<file path="src/rtl/irq_encoder_8_to_3_if.sv">
// Handshake/status bundle between the interrupt encoder and the CPU control unit.
// The master side drives requests, mask writes and ack/eoi; the slave side is the encoder.
interface irq_encoder_8_to_3_if;
   logic [7:0] req;
   logic       E;
   logic       mask_we;
   logic [7:0] mask_in;
   logic       ack;
   logic       eoi;
   logic       valid;
   logic [2:0] vec;
   logic       in_service;
   logic [7:0] pending;
   logic [7:0] mask;

   modport master (
      output req, E, mask_we, mask_in, ack, eoi,
      input  valid, vec, in_service, pending, mask
   );

   modport slave (
      input  req, E, mask_we, mask_in, ack, eoi,
      output valid, vec, in_service, pending, mask
   );
endinterface

</file>
<file path="src/rtl/irq_encoder_8_to_3.sv">
// 8-line interrupt encoder: latches requests into a pending register and presents the
// highest-priority unmasked one as a 3-bit vector via a valid/ack/eoi handshake.
module irq_encoder_8_to_3 #(
   parameter bit         EDGE     = 1'b1,
   parameter logic [7:0] RST_MASK = 8'hFF
) (
   input logic               clk,
   input logic               rst,
   irq_encoder_8_to_3_if.slave bus
);

   typedef enum logic [1:0] {IDLE, REQ, SERVICE} state_t;

   state_t     state;
   logic [7:0] req_d;
   logic [7:0] pending_r;
   logic [7:0] mask_r;
   logic [2:0] vec_r;
   logic       valid_r;
   logic       in_service_r;

   logic [7:0] set;
   logic [7:0] clr;
   logic [7:0] eligible;
   logic [2:0] vec_next;

   always_comb begin
      set = EDGE ? (bus.req & ~req_d) : bus.req;
      clr = '0;
      if (state == REQ && bus.ack)
         clr[vec_r] = 1'b1;
      eligible = pending_r & ~mask_r;
      vec_next = '0;
      // Ascending scan so the highest set bit is the last one written.
      for (int unsigned i = 0; i < 8; i++)
         if (eligible[i])
            vec_next = 3'(i);
   end

   always_ff @(posedge clk) begin
      if (rst) begin
         state        <= IDLE;
         req_d        <= '0;
         pending_r    <= '0;
         mask_r       <= RST_MASK;
         vec_r        <= '0;
         valid_r      <= 1'b0;
         in_service_r <= 1'b0;
      end else begin
         req_d     <= bus.req;
         pending_r <= set | (pending_r & ~clr);
         if (bus.mask_we)
            mask_r <= bus.mask_in;
         case (state)
            IDLE: begin
               if (bus.E && eligible != '0) begin
                  vec_r   <= vec_next;
                  valid_r <= 1'b1;
                  state   <= REQ;
               end
            end
            REQ: begin
               if (bus.ack) begin
                  valid_r      <= 1'b0;
                  in_service_r <= 1'b1;
                  state        <= SERVICE;
               end
            end
            SERVICE: begin
               if (bus.eoi) begin
                  in_service_r <= 1'b0;
                  state        <= IDLE;
               end
            end
            default: begin
               state        <= IDLE;
               valid_r      <= 1'b0;
               in_service_r <= 1'b0;
            end
         endcase
      end
   end

   assign bus.valid      = valid_r;
   assign bus.vec        = vec_r;
   assign bus.in_service = in_service_r;
   assign bus.pending    = pending_r;
   assign bus.mask       = mask_r;

endmodule

</file>
<file path="src/flat_wrapper.sv">
// flat-port wrapper written by rule: the top's interface ports become plain ports
module irq_encoder_8_to_3_flat 
#(
   parameter bit         EDGE     = 1'b1,
   parameter logic [7:0] RST_MASK = 8'hFF
)
  (clk, rst, bus_req, bus_E, bus_mask_we, bus_mask_in, bus_ack, bus_eoi, bus_valid, bus_vec, bus_in_service, bus_pending, bus_mask);
  irq_encoder_8_to_3_if bus_i ();
  input logic clk;
  input logic rst;
  input wire logic [$bits(bus_i.req)-1:0] bus_req;
  input wire logic [$bits(bus_i.E)-1:0] bus_E;
  input wire logic [$bits(bus_i.mask_we)-1:0] bus_mask_we;
  input wire logic [$bits(bus_i.mask_in)-1:0] bus_mask_in;
  input wire logic [$bits(bus_i.ack)-1:0] bus_ack;
  input wire logic [$bits(bus_i.eoi)-1:0] bus_eoi;
  output wire logic [$bits(bus_i.valid)-1:0] bus_valid;
  output wire logic [$bits(bus_i.vec)-1:0] bus_vec;
  output wire logic [$bits(bus_i.in_service)-1:0] bus_in_service;
  output wire logic [$bits(bus_i.pending)-1:0] bus_pending;
  output wire logic [$bits(bus_i.mask)-1:0] bus_mask;
  assign bus_i.req = bus_req;
  assign bus_i.E = bus_E;
  assign bus_i.mask_we = bus_mask_we;
  assign bus_i.mask_in = bus_mask_in;
  assign bus_i.ack = bus_ack;
  assign bus_i.eoi = bus_eoi;
  assign bus_valid = bus_i.valid;
  assign bus_vec = bus_i.vec;
  assign bus_in_service = bus_i.in_service;
  assign bus_pending = bus_i.pending;
  assign bus_mask = bus_i.mask;
  irq_encoder_8_to_3 #(.EDGE(EDGE), .RST_MASK(RST_MASK)) u_core (.clk(clk), .rst(rst), .bus(bus_i));
endmodule
</file>
<file path="config.mk">
export PLATFORM = sky130hd
export DESIGN_NAME = irq_encoder_8_to_3_flat
export DESIGN_NICKNAME = d
export VERILOG_FILES = /design/src/rtl/irq_encoder_8_to_3_if.sv /design/src/rtl/irq_encoder_8_to_3.sv /design/src/flat_wrapper.sv
export SDC_FILE = /design/constraint.sdc
export NUM_CORES = 1
export LEC_CHECK = 0
export ABC_AREA = 1
export BUFFER_PORTS_ARGS = -buffer_cell sky130_fd_sc_hd__buf_2
export CORE_MARGIN = 10
export CORE_UTILIZATION = 40
export DETAILED_ROUTE_END_ITERATION = 8
export PLACE_DENSITY = 0.71
export SLEW_MARGIN = 15
export SYNTH_ARGS = -nofsm -noshare
export SYNTH_HDL_FRONTEND = slang
export SYNTH_SLANG_ARGS = --single-unit
</file>
<file path="constraint.sdc">
create_clock -name clk -period 1.5 [get_ports clk]
set_input_delay 0.075 -clock clk [delete_from_list [all_inputs] [get_ports clk]]
set_output_delay 0.075 -clock clk [all_outputs]
set_load 0.005 [all_outputs]
</file>
==> results of run 1 <==
[flip-flops by register name, indices dropped and copies added, names as in the netlist]
| register | flops |
|---|---|
| u_core.state | 2 |
| u_core.req_d | 8 |
| u_core.bus.valid | 1 |
| u_core.bus.in_service | 1 |
| u_core.bus.vec | 3 |
| u_core.bus.mask | 8 |
| u_core.bus.pending | 8 |
[worst max-delay path: stages (launching register included)]
cell	delay [ns]
dfxtp_1	0.36
inv_1	0.07
nand2_2	0.08
nand2_2	0.07
nor2_4	0.13
nand2_4	0.07
nand2_4	0.08
nand2_1	0.05
nand2_1	0.07
nor2_2	0.03
[layer usage]
metal	GRT usage (%)	share of wire, %	wire length, um
met1	12.0	44	1450
met2	18.5	47	1560
met3	5.54	6.6	215
met4	5.58	2.0	65
met5	0	0	0
[power groups by stage]
| stage | logic, mW | registers [mW] | clock network (mW) |
|---|---|---|---|
| 6_report | 0.351 | 0.947 | 0.496 |
| 3_5_place_dp | 0.323 | 0.966 | 0 |
| 2_1_floorplan | 0.200 | 0.960 | 0 |
| 5_1_grt | 0.395 | 0.956 | 0.557 |
| 3_3_place_gp | 0.319 | 0.965 | 0 |
| 4_1_cts | 0.356 | 0.946 | 0.508 |
[cells in the mapped netlist]
| master | instances | area share, % |
|---|---|---|
| a21oi_1 | 14 | 5.5 |
| buf_2 | 1 | 0.39 |
| buf_4 | 1 | 0.59 |
| clkbuf_1 | 2 | 0.59 |
| dfxtp_1 | 31 | 49 |
| inv_1 | 22 | 6.5 |
| inv_2 | 5 | 1.5 |
| nand2_1 | 21 | 6.2 |
| nand2_2 | 9 | 4.4 |
| nand2_4 | 3 | 2.7 |
| nand3_1 | 14 | 5.5 |
| nand3b_1 | 1 | 0.59 |
| nor2_1 | 4 | 1.2 |
| nor2_2 | 2 | 0.98 |
| nor2_4 | 2 | 1.8 |
| nor2_8 | 1 | 1.6 |
| nor3_2 | 1 | 0.79 |
| o21ai_0 | 9 | 3.5 |
| o21ai_1 | 8 | 3.1 |
| o22ai_1 | 8 | 3.9 |
[path summary, 6_finish.rpt]
path                           end          startpoint  depth (start not counted)  slack (ns)
max reg2reg      u_core.bus.vec[1]  u_core.bus.mask[5]                          9        0.39
max              u_core.bus.vec[1]  u_core.bus.mask[5]                          9        0.39
min                u_core.state[1]             bus_eoi                          3        0.03
min reg2reg  u_core.bus.pending[5]     u_core.req_d[5]                          1        0.43
[cell families (layout without fill, tap and decap cells)]
kind of cell / Yosys count / count (layout) / synth area share [%]
buffers and inverters: 31 / 93 / 9.53
DFF: 31 / 31 / 48.7
and+or+nand+nor: 58 / 58 / 25.6
AOI/OAI and AO/OA: 39 / 39 / 16.1
[timing repair]
item,CTS,global route
setup endpoints to repair,0,0
hold buffers,16,0
endpoints found under the hold margin,16,0
[metrics by stage]
stage	std cells	util [%]	area (um2)	setup slack, ns
finish	265	57.1	1740	0.393
global route	265	57.1	1740	0.278
CTS	265	57.1	1740	0.392
detailed placement	242	50.0	1530	0.411
global placement	242	50.0	1530	0.444
floorplan	159	-	1270	0.479
[cell type report]
cell class / count / area [um2] / area share, %
clock inverter: 1 / 5.00 / 0.287
clock buffer: 6 / 51.3 / 2.94
multi-input combinational: 97 / 532 / 30.5
inverter: 27 / 101 / 5.81
sequential: 31 / 621 / 35.6
tap: 44 / 55.1 / 3.16
timing repair buffer: 59 / 378 / 21.7
==> results_dict.tcl, run 1 <==
set metrics [dict create \
    htree_levels 2 \
    ctsRootBufferMaster "clkbuf_4" \
    ys_seq_elements 31 \
    relSlewSlack_pct 77.6 \
    finClkSkew_ns 0.00513 \
    syn_area_per_cell_um2 8.01 \
    p_int_mw 1.27 \
    gp_congestion 0.736 \
    ys_types 20 \
    viasPerCell 4.50 \
    clock-sinks 31 \
    p_sw_mw 0.521 \
    port_buffers 42 \
    final_cell_mix "buf_2 (42), dfxtp_1 (31), inv_1 (22)" \
    leakage_nw 0.900 \
    grt_usage_pct 11.4 \
    drtIter0Drc 37 \
    antennaDiodeCount 0 \
    antenna_found_initial 0 \
    postCtsSetupBuffers 0 \
    die_area_um2 5840 \
    crit_required_ns 1.74 \
    routed_wl_mm 3.28 \
    cts_buffer_depth 2 \
    wl_per_cell_um 12.4 \
    coreArea_um2 3050 \
    startpoint_type "flip-flop" \
    clkTransAtPathRegs_ns 0.09 \
    outcome "finished, final reports clean" \
    p_sw_share_pct 29.1 \
    min_period_ns 1.11 \
    synth_warnings 0 \
    syn_inst 159 \
    maxSlewViolCount 0 \
    grt_pass1_wl_mm 5.41 \
    grt_max_degree 21 \
    dp.final_hpwl_mm 2.40 \
    fp-row-count 20 \
    p_clk_share_pct 27.6 \
    power.total_mw 1.79 \
    final_common_cell "buf_2" \
    crit_fanout 5 \
    critical_path_class "reg2reg" \
    finalHoldViolCount 0 \
    firstDrtPassIters 2 \
    antenna_left 0 \
    final_nets 243 \
    clk_latency_ns 0.33 \
    grt_pass1_vias 1173 \
    pwr-share-comb_pct 19.6 \
    synth.net_count 181 \
    initial_core_util_pct 41.7 \
    vias 1193 \
    numCtsBuffers 5 \
    peakVddDrop_mv 0.559 \
    io_pins 43 \
    whs_ns 0.0311 \
    rsz0062_at_grt "no" \
    area_delta_synth_final_pct 36.8 \
    p_seq_share_pct 52.8 \
    cellPowerDensity_nw_per_um2 1030 \
    worst-slew-pin-transition_ns 0.336 \
    finalCritPeriodShare_pct 73.8 \
    yosysSeqAreaShare_pct 48.7 \
    fmax_ghz 0.904 \
    setup-tns-final_ns 0 \
    fillCellCount 310 \
    grt_overflow_total 0 \
    cts_resized 0 \
    maxCapViolCount 0 \
    fp.dieW_um 76.4 \
    critPathArrivalTime_ns 1.34 \
    die_h_um 76.4 \
    drive_above_1_share_pct 33.0 \
    hold_class "in2reg" \
    cts_tree "built" \
    route.detailed.drc 0 \
    netlist_area_um2 1270 \
    end_kind "flip-flop" \
    setup_viol 0 \
]
Note: power is estimated with default switching activity, not from simulation.
==> run 2: changes to the inputs <==
==> constraint.sdc (replaced) <==
create_clock -name clk -period 1.2 [get_ports clk]
set_input_delay 0.06 -clock clk [delete_from_list [all_inputs] [get_ports clk]]
set_output_delay 0.06 -clock clk [all_outputs]
set_load 0.005 [all_outputs]
==> results_dict.tcl, run 2 (synthesis results as in run 1) <==
set metrics [dict create \
    fp.dieW_um 76.4 \
    crit_fanout 5 \
    rsz0062_at_grt "no" \
    io_pins 43 \
    antenna_left 0 \
    critical_path_class "reg2reg" \
    min_period_ns 1.08 \
    worstReg2RegStart "u_core.bus.mask[3]" \
    dp.final_hpwl_mm 2.37 \
    max_stage_delay_ns 0.36 \
    grt_max_degree 21 \
    crit_chain "inv_2, nand2_2, nand2_2, nor2_4, nand2_4, nand2_4, nand2_1, nand2_1, nor2_1" \
    maxSlewViolCount 0 \
    htree_levels 2 \
    finClkSkew_ns 0.00351 \
    fp-row-count 20 \
    clock-sinks 31 \
    wl_per_cell_um 12.2 \
    final_cell_mix "buf_2 (42), dfxtp_1 (30), inv_1 (22)" \
    cellPowerDensity_nw_per_um2 1390 \
    outcome "finished, final reports clean" \
    viasPerCell 4.66 \
    cts_tree "built" \
    grt_usage_pct 11.6 \
    maxCapViolCount 0 \
    port_buffers 42 \
    final_nets 243 \
    finalHoldViolCount 0 \
    end_kind "flip-flop" \
    postCtsSetupBuffers 0 \
    crit_required_ns 1.44 \
    clk_latency_ns 0.33 \
    route.detailed.drc 0 \
    numCtsBuffers 5 \
    crit_path_end "u_core.bus.vec[0]" \
    drive_above_1_share_pct 33.8 \
    peakVddDrop_mv 0.646 \
    r2r_end "u_core.bus.vec[0]" \
    fin_area_um2 1770 \
    ctsRootBufferMaster "clkbuf_4" \
    leakage_nw 0.914 \
    antennaDiodeCount 0 \
    crit_slowest_cell "dfxtp_1" \
    clkTransAtPathRegs_ns 0.10 \
    relSlewSlack_pct 77.5 \
    final_common_cell "buf_2" \
    gp_congestion 0.748 \
    vias 1240 \
    die_h_um 76.4 \
    worst-slew-pin-transition_ns 0.337 \
    cts_buffer_depth 2 \
    routed_wl_mm 3.25 \
    initial_core_util_pct 41.7 \
    area_delta_synth_final_pct 39.3 \
    grt_overflow_total 0 \
    fillCellCount 302 \
    finalCritPeriodShare_pct 89.8 \
    hold_path_depth 3 \
    coreArea_um2 3050 \
    die_area_um2 5840 \
    firstDrtPassIters 4 \
    grt_pass1_wl_mm 5.43 \
    grt_pass1_vias 1189 \
    setup-tns-final_ns 0 \
    startpoint_type "flip-flop" \
    critPathArrivalTime_ns 1.32 \
    reg2reg_depth 9 \
    crit_start "u_core.bus.mask[3]" \
    fmax_ghz 0.928 \
    rrSetupSlack_ns 0.12 \
    drtIter0Drc 75 \
    dpl_cell_area_um2 1530 \
    antenna_found_initial 0 \
    hold_class "in2reg" \
    setup_viol 0 \
]
run 2: worst min path at each step:
stage                            endpoint  slack [ns]       start
final                     u_core.state[1]        0.02     bus_eoi
after global routing      u_core.state[1]        0.02     bus_eoi
after CTS                 u_core.state[1]       0.008     bus_eoi
after detailed placement  u_core.req_d[4]        0.27  bus_req[4]
after global placement    u_core.req_d[0]        0.27  bus_req[0]
after floorplan           u_core.req_d[0]        0.18  bus_req[0]
run 2: cell type report:
class	instances	area, um2	area share [%]
well taps	44	55.1	3.10
repair buffers	59	378	21.3
inverters	27	101	5.71
clock inverters	2	35.0	1.97
clock buffers	6	51.3	2.89
flip-flops and latches	31	622	35.0
multi-input cells	97	532	30.0
run 2: worst max-delay path, delay by kind of cell, from the launching register on:
family	cells	cell delay (ns)
and+or+nand+nor	8	0.57
DFF	1	0.36
buffers and inverters	1	0.05
run 2: what timing repair did:
action	in CTS	in global routing
hold endpoints to repair	20	0
resized for setup	0	1
endpoints found under the setup margin	0	2
hold buffers	16	0
run 2: where the power goes:
group | internal, mW | total [mW] | switching (mW) | leakage [nW]
logic | 0.206 | 0.438 | 0.232 | 0.608
registers | 1.11 | 1.18 | 0.0699 | 0.258
clock network | 0.492 | 0.850 | 0.358 | 0.0482
total | 1.81 | 2.47 | 0.660 | 0.914
run 2: through the flow:
stage | hold slack (ns) | std cells | util, % | setup WS (ns) | power (mW)
floorplan | 0.176 | 159 | - | 0.179 | 1.45
global placement | 0.267 | 242 | 50.0 | 0.154 | 1.61
detailed placement | 0.271 | 242 | 50.0 | 0.138 | 1.61
CTS | 0.00767 | 266 | 58.1 | 0.118 | 2.50
global route | 0.0243 | 266 | 58.1 | 0.00438 | 2.61
finish | 0.0165 | 266 | 58.1 | 0.122 | 2.47
run 2: routing by layer:
| layer | up-vias | share of wire [%] | global-route usage (%) |
|---|---|---|---|
| met5 | - | 0 | 0 |
| met3 | 7 | 5.5 | 3.89 |
| met2 | 36 | 48 | 19.0 |
| li1 | 640 | - | - |
| met1 | 557 | 44 | 12.0 |
| met4 | 0 | 2.4 | 8.36 |
==> run 3: changes to the inputs <==
--- a/config.mk
+++ b/config.mk
@@ -5,7 +5,6 @@
 export SDC_FILE = /design/constraint.sdc
 export NUM_CORES = 1
 export LEC_CHECK = 0
-export ABC_AREA = 1
 export BUFFER_PORTS_ARGS = -buffer_cell sky130_fd_sc_hd__buf_2
 export CORE_MARGIN = 10
 export CORE_UTILIZATION = 40
==> results_dict.tcl, run 3 <==
set metrics [dict create \
    outcome "finished, violations left" \
    failed_checks "setup timing" \
    port_buffers 42 \
    crit_path_end "u_core.bus.vec[1]" \
    fillCellCount 239 \
    fmax_ghz 0.748 \
    route.detailed.drc 0 \
    async_flop_share_pct 0 \
    grt_util_met1_pct 14.4 \
    syn_inst 133 \
    synth_area_leaders "dfxtp_1 (49%), nand2b_1 (8.4%), mux2i_1 (5.5%)" \
    htree_levels 2 \
    antenna_left 0 \
    setup-tns-final_ns -0.441 \
    area_delta_synth_final_pct 60.9 \
    ys_seq_elements 31 \
    startpoint_type "flip-flop" \
    fp-row-count 20 \
    cts_buffer_depth 2 \
    r2r_end "u_core.bus.vec[1]" \
    yosys.area.top_type "dfxtp_1" \
    maxSlewViolCount 0 \
    grt_usage_pct 13.2 \
    crit_chain "or3b_4, o21bai_4, mux2_4" \
    hold_class "in2reg" \
    antennaDiodeCount 0 \
    drive_above_1_share_pct 41.7 \
    grt_pass1_vias 1305 \
    viasPerCell 4.84 \
    leakage_nw 0.940 \
    finalCritPeriodShare_pct 111 \
    clkTransAtPathRegs_ns 0.09 \
    fin_area_um2 2040 \
    dp.final_hpwl_mm 2.77 \
    drtIter0Drc 93 \
    finClkSkew_ns 0.0158 \
    finalNonFillerCells 262 \
    path_buf_inv 0 \
    hold_path_depth 4 \
    syn_area_per_cell_um2 9.51 \
    dpl_cell_area_um2 1670 \
    grt_use_met3_pct 3.66 \
    synth_flop_cell "dfxtp_1" \
    grt_max_degree 21 \
    setup_viol 6 \
    final_nets 239 \
    relSlewSlack_pct 75.2 \
    synth_edf_count 0 \
    dpl.cell_count 235 \
    vias 1267 \
    fp.dieW_um 76.2 \
    synth_top_cells_by_count "dfxtp_1 (31), nand2b_1 (17), nand2_1 (14)" \
    final_cell_mix "buf_2 (42), dfxtp_1 (30), buf_4 (22)" \
    routed_wl_mm 3.96 \
    crit_slowest_cell "or3b_4" \
    max_stage_delay_ns 0.40 \
    critical_path_depth 3 \
    cellPowerDensity_nw_per_um2 1270 \
    reg2reg_depth 3 \
    setup_slack_ns -0.137 \
    min_period_ns 1.34 \
    ys_types 26 \
    rsz0062_at_grt "yes" \
    path_delay_family "simple AND/OR/NAND/NOR gates" \
    critical_path_class "reg2reg" \
    yosysSeqAreaShare_pct 49.1 \
    finalHoldViolCount 0 \
    maxCapViolCount 0 \
    crit_required_ns 1.42 \
    crit_start "u_core.state[1]" \
    clock-sinks 31 \
    rrSetupSlack_ns -0.14 \
    ctsRootBufferMaster "clkbuf_4" \
    die_h_um 76.2 \
    synth_top_cell_area_share_pct 49.1 \
    grt_overflow_total 0 \
    cts_tree "built" \
    wl_per_cell_um 15.1 \
    crit_fanout 3 \
    numCtsBuffers 5 \
    peakVddDrop_mv 0.778 \
    grt_pass1_wl_mm 6.26 \
    firstDrtPassIters 4 \
    antenna_found_initial 0 \
    coreArea_um2 3030 \
    netlist_area_um2 1260 \
    critPathArrivalTime_ns 1.56 \
    worstReg2RegStart "u_core.state[1]" \
    synth_warnings 0 \
    yosysMostFrequentCell "dfxtp_1" \
    met2_usage_pct 22.4 \
    grt.busiest_layer "met2" \
    initial_core_util_pct 41.8 \
    io_pins 43 \
    die_area_um2 5810 \
    dp_slack_ns -0.129 \
    final_common_cell "buf_2" \
    power.total_mw 2.59 \
    worst-slew-pin-transition_ns 0.371 \
    clk_latency_ns 0.34 \
    gp_congestion 0.868 \
    synth.net_count 155 \
    end_kind "flip-flop" \
]
[run 3: cell count changes after synthesis, sizes merged, moves of 3 or more]
cell / delta
inv: -22
mux2i: +7
nand2: -19
nand2b: +17
nand3: -13
nor2: -6
nor2b: +11
o21ai: -7
o22ai: -8
o31ai: +3
[run 3: report_power, final]
| part | leakage [nW] | total (mW) | switching (mW) | internal, mW |
|---|---|---|---|---|
| Sequential | 0.257 | 1.15 | 0.0586 | 1.10 |
| Clock | 0.0525 | 1.00 | 0.354 | 0.650 |
| Combinational | 0.631 | 0.431 | 0.180 | 0.251 |
| Total | 0.940 | 2.59 | 0.593 | 2.00 |
[run 3: cell type report]
| cell class | instances | area (um2) | share of cell area (%) |
|---|---|---|---|
| clock buffers | 6 | 41.3 | 2.03 |
| clock inverters | 2 | 60.1 | 2.95 |
| inverters | 5 | 18.8 | 0.922 |
| multi-input cells | 93 | 693 | 34.1 |
| flip-flops and latches | 31 | 622 | 30.5 |
| well taps | 44 | 55.1 | 2.70 |
| repair buffers | 81 | 546 | 26.8 |
[run 3: cells by family after synthesis]
kind of cell	share of synthesized area, %
buffers and inverters	2.67
AOI/OAI and AO/OA	19.7
DFF	49.1
muxes	6.73
and+or+nand+nor	21.9
[run 3: tightest hold or removal path, delay by kind of cell]
family / cells / cell delay (ns)
buf+inv: 1 / 0.09
simple gates: 2 / 0.11
compound gates: 1 / 0.06
[run 3: what timing repair did]
| item | CTS | global route |
|---|---|---|
| hold endpoints to repair | 23 | 0 |
| setup endpoints to repair | 7 | 11 |
| resized for setup | 7 | 11 |
| hold buffers | 17 | 0 |
| buffers inserted | 1 | 1 |
| pin swaps | 1 | 3 |
[run 3: worst min path at each step]
| stage | endpoint | start | slack (ns) |
|---|---|---|---|
| global placement | u_core.bus.mask[5] | bus_mask_in[5] | 0.27 |
| CTS | u_core.state[0] | bus_ack | 0.02 |
| detailed placement | u_core.bus.mask[4] | bus_mask_in[4] | 0.28 |
| global route | u_core.state[0] | bus_ack | 0.03 |
| finish | u_core.state[0] | bus_ack | 0.04 |
| floorplan | u_core.req_d[0] | bus_req[0] | 0.19 |
[run 3: stage by stage]
step | hold slack, ns | utilization [%]
CTS | 0.0215 | 65.5
detailed placement | 0.283 | 55.0
global route | 0.0293 | 67.2
global placement | 0.275 | 55.0
finish | 0.0364 | 67.2
floorplan | 0.188 | -
[run 3: layer usage]
layer,vias to the layer above,part of all wire [%]
met5,-,0
met4,0,2.2
met3,10,5.0
met2,40,53
met1,591,40
li1,626,-
